--- src/rtl/ram_arbiter_pkg.sv ---
// ram_arbiter_pkg
// Shared definitions for the data-RAM arbiter: FSM state encoding and the
// default parameter values used by ram_arbiter and its round-robin picker.
package ram_arbiter_pkg;

  localparam int unsigned DEF_WIDTH      = 16;
  localparam int unsigned DEF_ADDR_WIDTH = 16;
  localparam int unsigned DEF_REQUESTERS = 4;

  typedef enum logic [1:0] {
    IDLE   = 2'd0,
    ISSUE  = 2'd1,
    RDWAIT = 2'd2,
    ACK    = 2'd3
  } arb_state_t;

endpackage

--- src/rtl/ram_arbiter_rr_picker.sv ---
// rr_picker
// Combinational round-robin selector. Searches the request vector starting
// at last+1 and wrapping modulo N; the first asserted request wins.
// Ports:
//   i_req   [N-1:0]      request vector
//   i_last  [IDX_W-1:0]  index of the previous winner
//   o_found              at least one request is asserted
//   o_idx   [IDX_W-1:0]  winning index (0 when o_found is low)
module rr_picker #(
  parameter int unsigned N     = 4,
  parameter int unsigned IDX_W = 2
) (
  input  logic [N-1:0]     i_req,
  input  logic [IDX_W-1:0] i_last,
  output logic             o_found,
  output logic [IDX_W-1:0] o_idx
);

  int unsigned w_cand;

  always_comb begin
    o_found = 1'b0;
    o_idx   = '0;
    w_cand  = 0;
    for (int unsigned k = 1; k <= N; k++) begin
      // Wrap without a modulo so non-power-of-two N stays cheap.
      w_cand = 32'(i_last) + k;
      if (w_cand >= N) begin
        w_cand = w_cand - N;
      end
      if (!o_found && i_req[w_cand[IDX_W-1:0]]) begin
        o_found = 1'b1;
        o_idx   = w_cand[IDX_W-1:0];
      end
    end
  end

endmodule

--- src/rtl/ram_arbiter.sv ---
// ram_arbiter
// Shares one single-port data RAM (registered address/data/wren, q valid one
// cycle after the address edge) between REQUESTERS cores. Requests are
// granted round-robin, one transaction at a time, each completed by a
// one-cycle ack pulse to the owner.
// Ports:
//   clock, reset_n          clock and synchronous active-low reset
//   req/we  [REQUESTERS]    per-requester request and write flag
//   addr    [REQ*ADDR_W]    flattened addresses, requester i at [i*ADDR_WIDTH +: ADDR_WIDTH]
//   wdata   [REQ*WIDTH]     flattened write data, same slicing
//   ack     [REQUESTERS]    one-hot completion pulse
//   rdata   [WIDTH]         last read result, held until the next read completes
//   ram_address/ram_data/ram_wren  to the RAM
//   ram_q                   from the RAM
module ram_arbiter
  import ram_arbiter_pkg::*;
#(
  parameter int unsigned WIDTH      = DEF_WIDTH,
  parameter int unsigned ADDR_WIDTH = DEF_ADDR_WIDTH,
  parameter int unsigned REQUESTERS = DEF_REQUESTERS
) (
  input  logic                             clock,
  input  logic                             reset_n,
  input  logic [REQUESTERS-1:0]            req,
  input  logic [REQUESTERS-1:0]            we,
  input  logic [REQUESTERS*ADDR_WIDTH-1:0] addr,
  input  logic [REQUESTERS*WIDTH-1:0]      wdata,
  output logic [REQUESTERS-1:0]            ack,
  output logic [WIDTH-1:0]                 rdata,
  output logic [ADDR_WIDTH-1:0]            ram_address,
  output logic [WIDTH-1:0]                 ram_data,
  output logic                             ram_wren,
  input  logic [WIDTH-1:0]                 ram_q
);

  localparam int unsigned IDX_W = $clog2(REQUESTERS);

  arb_state_t              r_state;
  logic [IDX_W-1:0]        r_owner;
  logic [IDX_W-1:0]        r_last;
  logic [REQUESTERS-1:0]   r_ack;
  logic [WIDTH-1:0]        r_rdata;
  logic [ADDR_WIDTH-1:0]   r_ram_address;
  logic [WIDTH-1:0]        r_ram_data;
  logic                    r_ram_wren;

  logic                    w_found;
  logic [IDX_W-1:0]        w_win;
  logic [ADDR_WIDTH-1:0]   w_win_addr;
  logic [WIDTH-1:0]        w_win_data;
  logic                    w_win_we;
  logic [REQUESTERS-1:0]   w_owner_onehot;

  rr_picker #(
    .N     (REQUESTERS),
    .IDX_W (IDX_W)
  ) u_picker (
    .i_req   (req),
    .i_last  (r_last),
    .o_found (w_found),
    .o_idx   (w_win)
  );

  // Slice mux for the current winner.
  always_comb begin
    w_win_addr = '0;
    w_win_data = '0;
    w_win_we   = 1'b0;
    for (int unsigned i = 0; i < REQUESTERS; i++) begin
      if (w_win == IDX_W'(i)) begin
        w_win_addr = addr[i*ADDR_WIDTH +: ADDR_WIDTH];
        w_win_data = wdata[i*WIDTH +: WIDTH];
        w_win_we   = we[i];
      end
    end
  end

  assign w_owner_onehot = {{(REQUESTERS-1){1'b0}}, 1'b1} << r_owner;

  always_ff @(posedge clock) begin
    if (!reset_n) begin
      r_state       <= IDLE;
      r_owner       <= '0;
      r_last        <= IDX_W'(REQUESTERS - 1);
      r_ack         <= '0;
      r_rdata       <= '0;
      r_ram_address <= '0;
      r_ram_data    <= '0;
      r_ram_wren    <= 1'b0;
    end else begin
      r_ack <= '0;
      case (r_state)
        IDLE: begin
          if (w_found) begin
            r_owner       <= w_win;
            r_last        <= w_win;
            r_ram_address <= w_win_addr;
            r_ram_data    <= w_win_data;
            r_ram_wren    <= w_win_we;
            r_state       <= ISSUE;
          end else begin
            r_ram_wren <= 1'b0;
          end
        end
        ISSUE: begin
          // ram_wren still carries the owner's write flag here.
          r_ram_wren <= 1'b0;
          if (r_ram_wren) begin
            r_ack   <= w_owner_onehot;
            r_state <= ACK;
          end else begin
            r_state <= RDWAIT;
          end
        end
        RDWAIT: begin
          r_rdata <= ram_q;
          r_ack   <= w_owner_onehot;
          r_state <= ACK;
        end
        ACK: begin
          r_state <= IDLE;
        end
        default: begin
          r_state <= IDLE;
        end
      endcase
    end
  end

  assign ack         = r_ack;
  assign rdata       = r_rdata;
  assign ram_address = r_ram_address;
  assign ram_data    = r_ram_data;
  assign ram_wren    = r_ram_wren;

endmodule

--- config.mk ---
export PLATFORM = sky130hd
export DESIGN_NAME = ram_arbiter
export DESIGN_NICKNAME = d
export VERILOG_FILES = /design/src/rtl/ram_arbiter_pkg.sv /design/src/rtl/ram_arbiter_rr_picker.sv /design/src/rtl/ram_arbiter.sv
export SDC_FILE = /design/constraint.sdc
export NUM_CORES = 1
export LEC_CHECK = 0
export CORE_ASPECT_RATIO = 1.25
export CORE_MARGIN = 3
export CORE_UTILIZATION = 36
export CTS_BUF_LIST = sky130_fd_sc_hd__clkbuf_8
export CTS_CLUSTER_DIAMETER = 150
export CTS_CLUSTER_SIZE = 14
export DETAILED_ROUTE_END_ITERATION = 7
export PLACE_DENSITY_LB_ADDON = 0.05
export SYNTH_ARGS = -nofsm -noshare
export SYNTH_HDL_FRONTEND = slang
export SYNTH_HIERARCHICAL = 1
export SYNTH_SLANG_ARGS = --single-unit
export TNS_END_PERCENT = 100
--- constraint.sdc ---
create_clock -name clock -period 2.7 [get_ports clock]
set_input_delay 0.81 -clock clock [delete_from_list [all_inputs] [get_ports clock]]
set_output_delay 0.81 -clock clock [all_outputs]
set_load 0.01 [all_outputs]
* Word-level counts from Yosys, hierarchy flattened
Cells that the tools add are included.
** Word-level totals
- Output and inout port bits :: 53
- Input bits :: 154
- Logic and storage cells :: 81
- Flip-flop bits (word level) :: 59
** Operators by class
- Equality and inequality tests :: 7
- Multiplexer cells :: 39
- $add $sub $neg :: 8
- Reductions and logical operators :: 10
- $lt $le $gt $ge :: 8
- Shift-type cells :: 1
** Operator list (count)
- two-way mux 16 bit :: 8
- two-way mux 2 bit :: 9
- two-way mux 1 bit :: 14
- < comparator 2 x 3 -> 1 bit (second input constant) :: 4
- >= comparator 3 bit (second input constant) :: 3
- binary-select mux 1 bit (select 2 bit) :: 4
- == test 2 bit (second input constant) :: 4
- one-hot mux 2 bit (4 select lines) :: 1
- one-hot mux 4 bit (2 select lines) :: 1
- subtractor 2 x 1 -> 2 bit (second input constant) :: 4
- adder 2 x 2 -> 3 bit (second input constant) :: 2
- adder 2 x 3 -> 4 bit (second input constant) :: 1
- == test 2 x 1 -> 1 bit (second input constant) :: 2
- >= comparator 4 x 3 -> 1 bit (second input constant) :: 1
- logical NOT 2 bit :: 2
- two-way mux 4 bit :: 1
- left shift 1 x 2 -> 4 bit (first input constant) :: 1
- adder 2 x 1 -> 3 bit (second input constant) :: 1
- logical AND 1 bit :: 3
- logical NOT 1 bit :: 3
- != test 2 x 1 -> 1 bit (second input constant) :: 1
- one-hot mux 1 bit (2 select lines) :: 1
- AND reduction 2 bit :: 1
- nonzero test 2 bit :: 1

* Longest topological paths before layout
- Word-level depth :: 22
- Depth in mapped cells :: 8
- Gate-level depth less buffers :: 6

* By module
Netlist, hierarchy kept.
** Modules (own cells, without submodules)
- ram_arbiter :: times used 1, sequential area each 1181.1 um2, area each 2849.0 um2, cells an instance 213
- rr_picker :: times used 1, sequential area each 0.0 um2, area each 91.3 um2, cells an instance 14

* Worst setup path after synthesis
OpenSTA, ideal clock, no wires.
- Path type :: input to register
- From :: input port req[2]
- To :: register r_ram_address[11] (netlist: ram_address[11])
- Required time :: 2.583 ns
- Arrival :: 2.205 ns
- Library setup time :: 0.117 ns
- Stages on the path :: 7
- Path buffers :: 2
- Path slack :: 0.378 ns
- Cell sequence :: and2b_1 -> a21oi_2 -> o221ai_2 -> buf_6 -> buf_6 -> mux4_2 -> a22o_1
** Between the ends
- Longest elaborated chain between the ends :: 17
- Elaborated cells between the ends (all ways) :: 31
- Those cells by class :: eq/ne (3); mux (20); reduce/logical (8)
** Ends and longest elaborated chain
- start: declaration :: RTL line ram_arbiter.sv:24 : input logic [REQUESTERS-1:0] req,
- binary-select mux 1 bit (select 2 bit) :: RTL line ram_arbiter_rr_picker.sv:31 : if (!o_found && i_req[w_cand[IDX_W-1:0]]) begin
- two-way mux 1 bit (implied by the code) :: RTL line ram_arbiter_rr_picker.sv:31
- two-way mux 1 bit :: RTL line ram_arbiter_rr_picker.sv:31
- logical NOT 1 bit :: RTL line ram_arbiter_rr_picker.sv:31
- logical AND 1 bit :: RTL line ram_arbiter_rr_picker.sv:31
- two-way mux 1 bit :: RTL line ram_arbiter_rr_picker.sv:31
- logical NOT 1 bit :: RTL line ram_arbiter_rr_picker.sv:31
- logical AND 1 bit :: RTL line ram_arbiter_rr_picker.sv:31
- two-way mux 1 bit :: RTL line ram_arbiter_rr_picker.sv:31
- logical NOT 1 bit :: RTL line ram_arbiter_rr_picker.sv:31
- logical AND 1 bit :: RTL line ram_arbiter_rr_picker.sv:31
- two-way mux 2 bit (*) :: RTL line ram_arbiter_rr_picker.sv:31
- net w_win[0] :: RTL line ram_arbiter.sv:48 : logic [IDX_W-1:0] w_win;
- logical NOT 2 bit :: RTL line ram_arbiter.sv:70 : if (w_win == IDX_W'(i)) begin
- two-way mux 16 bit (3 in series) :: RTL line ram_arbiter.sv:70
- two-way mux 16 bit (*) :: RTL line ram_arbiter.sv:70
- end signal: assignment :: RTL line ram_arbiter.sv:97 : r_ram_address <= w_win_addr;
- end: declaration :: RTL line ram_arbiter.sv:43 : logic [ADDR_WIDTH-1:0] r_ram_address;
The timed path passes the listed nets; every way through them passes the cells marked *. The select of a mux whose other input is x is not followed.
A chain may end at the register's enable or synchronous reset.

* Worst setup path in the final report
- From :: input port req[3]
- To :: register r_ram_address[6] (netlist: ram_address[6])
The elaborated chain is that of the path after synthesis.

==> reports/qor.csv <==
stage;metric;value;unit
status;status;complete, no violations;
setup_path;crit-path max FO;4;
sta;Slew @ Worst Pin;571.7;ps
setup_path;Crit-path slowest cell;mux4_1;
sta;Slew Viols, Final;0;
sta;RSZ-0062 raised after global routing;false;
power_and_ir_drop;switching pwr;1.420;mW
power_and_ir_drop;P per Cell Area;831.1;nW/um^2
die;Core ar.;7883;um^2
sta;max frequency;388.9;MHz
cells_and_area;FILL cells;619;
detailed_routing;DR vias;2756;
cells_and_area;layout cells sized above 1;13.77;%
detailed_routing;initial drt markers;74;
die;Starting Density;37.30;%
setup_path;CP arrival;2800;ps
synth;Seq/Total Area, Yosys;40.17;%
clock_network;H-tree levels;3;
cells_and_area;n_diodes;0;
clock_network;CTS buffer count;9;
synth;post-synthesis cell count;227;
global_routing;GR met1 Demand/Resource;23.38;%
global_routing;GR Layer Usage met3;7.533;%
power_and_ir_drop;Leak;2.037;nW
synth;Synth Flop Type;dfxtp_1;
sta;Final Setup Violations;0;
setup_path;worst r2r path cells;6;
detailed_routing;antenna viol nets, final;0;
clock_network;post-cts sizing count;0;
sta;min Tclk post-route;2572;ps
die;Top Ports;207;
detailed_routing;final WL;9991;um
setup_path;crit path capture type;register;
setup_path;crit path buf inv count;2;
power_and_ir_drop;Comb pwr share;51.2;%
global_routing;met2 Use GR;39.90;%
setup_path;crit path launch type;input port;
synth;yosys warns;6;
global_routing;largest net degree at the start of global routing;25;
power_and_ir_drop;fraction of power consumed by sequential logic;29.6;%
synth;post-synth net total;384;
sta;final hold violations;0;
hold_path;WHS Endpoint;ram_data[2];
die;die area;9295;um^2
clock_network;cts hold-fix bufs;0;
synth;Synth cell types;33;
power_and_ir_drop;sw frac;31.65;%
setup_path;r2r endpoint;ram_address[6];
power_and_ir_drop;VDD IR max;615.4;uV
cells_and_area;layout net count;596;
synth;flops & latches, synth;59;
clock_network;clock network latency to the later pin of the worst-skew pair;340;ps
placement;pre-CTS setup slack;-218.4;ps
synth;share of Yosys cell area claimed by the top area cell type;40.17;%
power_and_ir_drop;internal power;3.066;mW
clock_network;Longest Clk Path Bufs;2;
detailed_routing;WL/cell;18.57;um
synth;Mean Syn Cell Area;12.95;um^2
placement;PortBufs;206;
global_routing;GRT overflow;0;
sta;Setup TNS;0;ps
clock_network;postcts setup bufs;0;
detailed_routing;vias per std cell;5.123;
job;number of max-cap violations;0;
setup_path;Crit path largest cell delay;550;ps
clock_network;TritonCTS clock tree;done;
global_routing;initial antenna violation count;0;
die;Die Ht;107.0;um
detailed_routing;Post-route DRC;0;
placement;Detail Placement HPWL;7970;um
global_routing;vias in the first global route;3015;
synth;FFs w/ async S/R, synth;0;%
sta;Period Utilization, post-route;95.24;%
placement;GP Congestion;0.7893;
hold_path;hold path cells;1;
detailed_routing;DRT Pass-1 Iters;4;
die;row count;36;
synth;Post-Syn Area;2940;um^2
hold_path;worst hold-check path type;register to register;
synth;count leader, synth;dfxtp_1;
setup_path;critical path class;input port to register;
synth;number of flops mapped to enable cells by yosys;0;
power_and_ir_drop;Clock power frac;19.2;%
clock_network;CTS clk-pin slew, worst paths;60;ps
synth;largest cells by area after synthesis;dfxtp_1 40%, mux4_2 21%, a22o_1 9.5%, mux2i_1 6.8%, mux4_1 4.5%;
global_routing;GRT Resource Usage Total;22.05;%
sta;relative slew slack;61.89;%
setup_path;required time worst endpoint;2930;ps
sta;hold_ws;479.0;ps
setup_path;Worst R2R Start;r_last[1];
cells_and_area;area grow syn2layout;83.57;%
clock_network;root buf cell;clkbuf_8;
clock_network;# clock sinks;59;
die;Die Wd;86.84;um
hold_path;hold_sp;ram_data[2];
setup_path;delay-heaviest family, CP;buffers and inverters;
setup_path;reg2reg setup slack;690;ps
global_routing;busiest grt layer;met2;
synth;commonest cells in the synthesized netlist;59 x dfxtp_1, 32 x a22o_1, 27 x mux4_2;
sta;Clock Skew;6.813;ps
synth;largest area contributor in the netlist;dfxtp_1;
setup_path;Critical Path, Cell by Cell;clkdlybuf4s50_1, and2b_1, a21oi_2, o221ai_4, buf_4, mux4_1, a22o_1;
global_routing;first-pass GRT wire length;15530;um
power_and_ir_drop;Tot Pwr;4.486;mW
cells_and_area;Final Util;68.48;%
sta;final worst slack;128.5;ps
## registers in the layout, summed over array words and instances, names as in the netlist
register,count
ram_address,16
ack,4
r_owner,2
r_last,2
ram_wren,1
rdata,16
ram_data,16
r_state,2
## power groups by stage
stage	Clock [mW]	Sequential (mW)	Combinational [mW]
after global routing	0.924	1.37	2.48
final	0.861	1.33	2.29
after global placement	0	1.34	2.29
after CTS	0.889	1.33	2.33
after detailed placement	0	1.35	2.33
after floorplan	0	1.44	1.17
## area by class of cell
cell class,count,area (um^2),area share [%]
Tap cell,95,118.9,2.202
Sequential cell,59,1181,21.88
Clock inverter,2,33.78,0.6259
Clock buffer,13,178.9,3.315
Multi-Input combinational cell,143,1629,30.18
Timing Repair Buffer,221,2237,41.45
Inverter,5,18.77,0.3477
## kinds of logic (layout without fill, tap and decap cells)
kind of cell,Yosys count,count (layout),synth area share [%]
mux,52,52,31.96
buf+inv,25,241,5.191
fa+ha+maj,3,3,1.277
compound gates,46,46,12.89
simple gates,42,42,8.511
flops,59,59,40.17
## per-stage QoR
step           instances  instance area (um^2)
2_1_floorplan        227                  2940
5_1_grt              538                  5398
6_report             538                  5398
4_1_cts              538                  5398
3_5_place_dp         523                  5185
3_3_place_gp         523                  5185
## layer usage
layer / share of wire, % / vias up
li1: - / 1309
met1: 36 / 1307
met2: 54 / 122
met3: 8.7 / 18
met4: 1.8 / 0
met5: 0 / -
## cells in the final DEF (no fill, tap or decap)
master / instances
mux4_1: 5
a21oi_2: 1
or2b_1: 1
o22ai_1: 1
a21o_1: 1
a21oi_1: 3
a31oi_1: 1
a21boi_0: 2
mux4_2: 27
and2_4: 1
dfxtp_1: 59
mux2i_1: 20
o21ai_0: 2
nand2_2: 1
o221ai_4: 1
nor2b_1: 17
a21oi_4: 1
and3_1: 1
nor3_1: 1
a22o_1: 32
bufinv_16: 1
nand3_1: 4
nor4_1: 1
clkbuf_8: 13
and2b_1: 1
buf_12: 5
nor4b_1: 2
nor2_1: 2
inv_1: 6
clkdlybuf4s50_1: 206
nor4bb_1: 1
ha_1: 3
o211a_1: 1
buf_4: 10
nand2b_1: 3
nand2_1: 6
## how the worst max path moves through the flow
| stage | to | from | depth (start not counted) |
|---|---|---|---|
| 2_1_floorplan | ram_address[11] | req[2] | 7 |
| 3_3_place_gp | ram_address[10] | req[3] | 7 |
| 3_5_place_dp | ram_address[10] | req[2] | 7 |
| 4_1_cts | ram_address[10] | req[3] | 7 |
| 5_1_grt | ram_address[10] | req[2] | 7 |
| 6_report | ram_address[6] | req[3] | 7 |
Power figures use the tool's default switching activity.
